<file path="config.mk">
export PLATFORM = sky130hd
export DESIGN_NAME = bin2bcd_seq
export DESIGN_NICKNAME = d
export VERILOG_FILES = /design/src/rtl/bin2bcd_pkg.sv /design/src/rtl/bcd_digit_adj.sv /design/src/rtl/bin2bcd_seq.sv
export SDC_FILE = /design/constraint.sdc
export NUM_CORES = 1
export LEC_CHECK = 0
export ABC_CLOCK_PERIOD_IN_PS = 2500
export BUFFER_PORTS_ARGS = -buffer_cell sky130_fd_sc_hd__buf_2
export CAP_MARGIN = 20
export CELL_PAD_IN_SITES_DETAIL_PLACEMENT = 2
export CELL_PAD_IN_SITES_GLOBAL_PLACEMENT = 2
export CORE_ASPECT_RATIO = 0.75
export CORE_UTILIZATION = 30
export CTS_BUF_LIST = sky130_fd_sc_hd__clkbuf_8
export DETAILED_ROUTE_END_ITERATION = 10
export PLACE_DENSITY = 0.8
export SYNTH_ARGS = -nofsm -noshare
export SYNTH_HDL_FRONTEND = slang
export SYNTH_SLANG_ARGS = --single-unit
export TNS_END_PERCENT = 5
</file>
<file path="constraint.sdc">
create_clock -name clk -period 2.5 [get_ports clk]
set_input_delay 0.5 -clock clk [delete_from_list [all_inputs] [get_ports clk]]
set_output_delay 0.5 -clock clk [all_outputs]
set_load 0.01 [all_outputs]
</file>
<file path="src/rtl/bin2bcd_pkg.sv">
// Shared types and helpers for the sequential binary-to-BCD converter.
package bin2bcd_pkg;

    localparam int BCD_W = 4;

    typedef enum logic {
        IDLE  = 1'b0,
        SHIFT = 1'b1
    } state_t;

    // Digits needed to show 2^w-1 without overflow: floor(w*log10(2)) + 1.
    function automatic int min_digits(input int w);
        return (w * 30103) / 100000 + 1;
    endfunction

endpackage

</file>
<file path="src/rtl/bcd_digit_adj.sv">
// Double-dabble correction for one BCD digit: add 3 when the digit is 5 or more.
module bcd_digit_adj
    import bin2bcd_pkg::*;
(
    input  logic [BCD_W-1:0] din,
    output logic [BCD_W-1:0] dout
);

    assign dout = (din >= BCD_W'(5)) ? din + BCD_W'(3) : din;

endmodule

</file>
<file path="src/rtl/bin2bcd_seq.sv">
// Sequential shift-add-3 binary-to-BCD converter, one input bit per clock,
// with a start/ready/done handshake and a sticky overflow flag.
module bin2bcd_seq
    import bin2bcd_pkg::*;
#(
    parameter int W      = 10,
    parameter int DIGITS = 4
) (
    input  logic                      clk,
    input  logic                      reset,
    input  logic                      start,
    input  logic [W-1:0]              bin,
    output logic                      ready,
    output logic                      done,
    output logic [BCD_W*DIGITS-1:0]   bcd,
    output logic                      ovf
);

    localparam int CW = (W > 1) ? $clog2(W) : 1;
    localparam int SW = BCD_W * DIGITS;

    state_t          state;
    state_t          state_next;
    logic [CW-1:0]   count;
    logic [W-1:0]    shreg;
    logic [SW-1:0]   scratch;
    logic [SW-1:0]   scratch_adj;
    logic [SW-1:0]   scratch_next;
    logic            sticky;
    logic            sticky_next;
    logic            last_bit;

    for (genvar i = 0; i < DIGITS; i++) begin : g_adj
        bcd_digit_adj u_adj (
            .din  (scratch[i*BCD_W +: BCD_W]),
            .dout (scratch_adj[i*BCD_W +: BCD_W])
        );
    end

    // The bit leaving the top digit is a value that no longer fits in DIGITS.
    assign scratch_next = {scratch_adj[SW-2:0], shreg[W-1]};
    assign sticky_next  = sticky | scratch_adj[SW-1];
    assign last_bit     = (count == CW'(W - 1));
    assign ready        = (state == IDLE);

    always_ff @(posedge clk) begin
        if (reset) begin
            state <= IDLE;
        end else begin
            state <= state_next;
        end
    end

    always_comb begin
        state_next = state;
        case (state)
            IDLE:    if (start)    state_next = SHIFT;
            SHIFT:   if (last_bit) state_next = IDLE;
            default: state_next = IDLE;
        endcase
    end

    // bcd/ovf are only loaded on the final shift so downstream decoders never see partial results.
    always_ff @(posedge clk) begin
        if (reset) begin
            count   <= '0;
            shreg   <= '0;
            scratch <= '0;
            sticky  <= 1'b0;
            bcd     <= '0;
            ovf     <= 1'b0;
            done    <= 1'b0;
        end else begin
            done <= 1'b0;
            case (state)
                IDLE: begin
                    if (start) begin
                        shreg   <= bin;
                        scratch <= '0;
                        sticky  <= 1'b0;
                        count   <= '0;
                    end
                end
                SHIFT: begin
                    scratch <= scratch_next;
                    shreg   <= shreg << 1;
                    sticky  <= sticky_next;
                    count   <= count + 1'b1;
                    if (last_bit) begin
                        bcd  <= scratch_next;
                        ovf  <= sticky_next;
                        done <= 1'b1;
                    end
                end
                default: ;
            endcase
        end
    end

endmodule

</file>
==> results.json <==
{
  "synth_adder_area_share_pct": 5.634,
  "worstHoldEndpoint": "bcd[12]",
  "post-place-ws_ps": 632.5,
  "cp_slowest_cell": "dfxtp_1",
  "setup_violations": 0,
  "min_path_cells": 2,
  "worst_min_delay_path_class": "register to register",
  "total_of_cells_resized_after_clock_tree_synthesis": 0,
  "place.detailed.hpwl_um": 3848,
  "post-route-min-period_ps": 1690,
  "ys.flop_type": "dfxtp_1",
  "detail_route.drc_violations": 0,
  "n_antenna_cell": 0,
  "root_buffer": "clkbuf_8",
  "drt_pass1_iterations": 4,
  "synth.mux.area_fraction_pct": 6.761,
  "cts_made_buffers": 5,
  "gp_congestion": 0.7369,
  "worst-path-max-fanout": 17,
  "startpoint_type": "register",
  "drtIter0Drc": 46,
  "worstPathCellList": "buf_4, inv_2, buf_2",
  "power.leakage_nw": 1.043,
  "final_core_utilization_pct": 36.40,
  "holdCritStartpoint": "bcd[12]",
  "synth-compound-area-share_pct": 19.77,
  "power_frac_clock_pct": 39.4,
  "power.switching_mw": 0.3660,
  "yosys_warnings": 0,
  "run_status": "finished clean",
  "skew_ps": 11.61,
  "final_net_count": 292,
  "routed_len_inst_um": 15.15,
  "share_seq_of_total_power_pct": 54.2,
  "drive_above_1_share_pct": 18.15,
  "fp.dieH_um": 76.52,
  "worst-slew-pin-transition_ps": 739.5,
  "synth_area_per_cell_um2": 9.254,
  "grt_usage_pct": 15.75,
  "critical_path_required_ps": 2000,
  "drtAntennaViolNets": 0,
  "fin_total_pwr_mw": 1.511,
  "floorplan_die_area_mm2": 0.007755,
  "grt_pass1_vias": 1900,
  "relSlewSlack_pct": 50.52,
  "synthCells": 240,
  "ys_seq_elements": 50,
  "cp-end-kind": "primary output",
  "power_frac_comb_pct": 6.5,
  "floorplan.io_pins": 32,
  "detail_route.vias_per_cell": 4.959,
  "max_cap_violations": 0,
  "synth-xor-area-share_pct": 1.577,
  "grt_overflow": 0,
  "cts.sinks": 50,
  "worst-setup-path-type": "register to primary output",
  "tritoncts_clock_tree": "done",
  "die_x_extent_um": 101.4,
  "pwr_density_cell_mw_per_mm2": 593.3,
  "cts-hold-fix-buffers": 0,
  "p_int_mw": 1.145,
  "setup_tns_ps": 0,
  "synth_top_family_by_area": "compound AO/OA/AOI/OAI gates",
  "seq_area_frac_synth_pct": 45.07,
  "initial_antenna_violation_count": 0,
  "clkSlewWorstSetupHoldPaths_ps": 90,
  "worstReg2RegStart": "count[1]",
  "fmaxAchievable_mhz": 591.8,
  "initial_utilization_pct": 31.75,
  "routed-via-count": 1825,
  "fin_hold_ws_ps": 465.5,
  "postLayoutSetupSlackWorst_ps": 810.3,
  "cts_setup_buffers": 0,
  "port_buffers": 31,
  "ctsHtreeMaxLevel": 2,
  "irDropWorstVdd_v": 0.0001964,
  "synthesis.nets": 263,
  "r2r-end": "ovf",
  "grt_first_pass_wirelength_um": 9535,
  "syn2layout_area_growth_pct": 14.65,
  "swShare_pct": 24.23,
  "cp_data_arrival_time_ps": 1190,
  "report.final.hold_viol_count": 0,
  "yosys.cell_types.count": 30,
  "core_mm2": 0.006994,
  "layout.cells.most_common_list": "dfxtp_1 (50), buf_2 (31), nor2_1 (25)",
  "timing.reg2reg.setup_slack_ps": 850,
  "critPathMaxStageDelay_ps": 320,
  "worst_r2r_path_depth": 7,
  "finalCritPeriodShare_pct": 67.59,
  "finalWirelength_um": 5575,
  "grt_start_max_net_pins": 26,
  "most_common_library_cell_in_the_layout_ignoring_fill_and_taps": "dfxtp_1",
  "std_cell_rows": 26,
  "clk_latency_ps": 310,
  "synth_simple_gate_area_share_pct": 14.65,
  "clk_path_buf_depth": 2,
  "async_flop_share_pct": 0,
  "grt_setup_unrepaired": "false",
  "timing_max_transition_violations_final": 0,
  "synth-edff-count": 0,
  "synth.cell_area_mm2": 0.002221
}
## cell usage after synthesis, types with 5 or more instances
cell | n | area [um2]
ha_1 | 10 | 125.1
dfxtp_1 | 50 | 1001
mux2i_1 | 15 | 150.1
nand2b_1 | 5 | 31.28
a21oi_1 | 23 | 115.1
inv_1 | 10 | 37.54
nand2_1 | 10 | 37.54
nor2_1 | 25 | 93.84
o21ai_0 | 21 | 105.1
nor3_1 | 8 | 40.04
a22o_1 | 17 | 148.9
nor3b_1 | 9 | 67.56
## layer usage
layer | track usage [%] | part of all wire (%) | up-vias
met5 | 0 | 0 | -
met4 | 2.174 | 0.38 | 0
met3 | 4.404 | 3.2 | 2
met2 | 25.24 | 45 | 24
met1 | 21.39 | 51 | 899
li1 | - | - | 900
## worst max-delay path, delay by kind of cell, from the launching register on
family,cells,cell delay [ps]
buffers and inverters,3,570
DFF,1,320
## power groups by stage
stage	Sequential, mW	Clock (mW)	Combinational (mW)
2_1_floorplan	0.834	0	0.0709
3_3_place_gp	0.837	0	0.0952
3_5_place_dp	0.837	0	0.0984
4_1_cts	0.819	0.611	0.0997
5_1_grt	0.821	0.652	0.110
6_report	0.818	0.595	0.0976
## through the flow
stage / cell area [um2] / instances
floorplan: 2221 / 240
global placement: 2434 / 360
detailed placement: 2434 / 360
CTS: 2546 / 368
global route: 2546 / 368
finish: 2546 / 368
## worst max-delay path by stage
stage          startpoint       to  slack [ps]  cells after the start
6_report            state    ready         810                      3
5_1_grt          count[1]      ovf         720                      7
4_1_cts             state    ready         810                      3
3_5_place_dp        reset      ovf         630                      5
3_3_place_gp        reset      ovf         670                      5
2_1_floorplan    count[0]  bcd[14]        1160                      6
## layout make-up
cell class                      count  area, um2
Clock buffer                        5      68.82
Tap cell                           98      122.6
Timing Repair Buffer               35      185.2
Sequential cell                    50       1001
Clock inverter                      3      43.79
Inverter                           12      50.05
Fill cell                         800       4448
Multi-Input combinational cell    165       1075
## cell families (layout without fill, tap and decap cells)
kind of cell,count (synthesis),after routing
xor+xnor,4,4
simple gates,66,66
flops,50,50
compound gates,70,70
buf+inv,25,55
mux,15,15
fa+ha+maj,10,10
## flip-flops by register name, indices dropped and copies added (netlist names)
name	flops
shreg	10
count	4
sticky	1
scratch	16
ovf	1
done	1
state	1
bcd	16
Note: power is estimated with default switching activity, not from simulation.
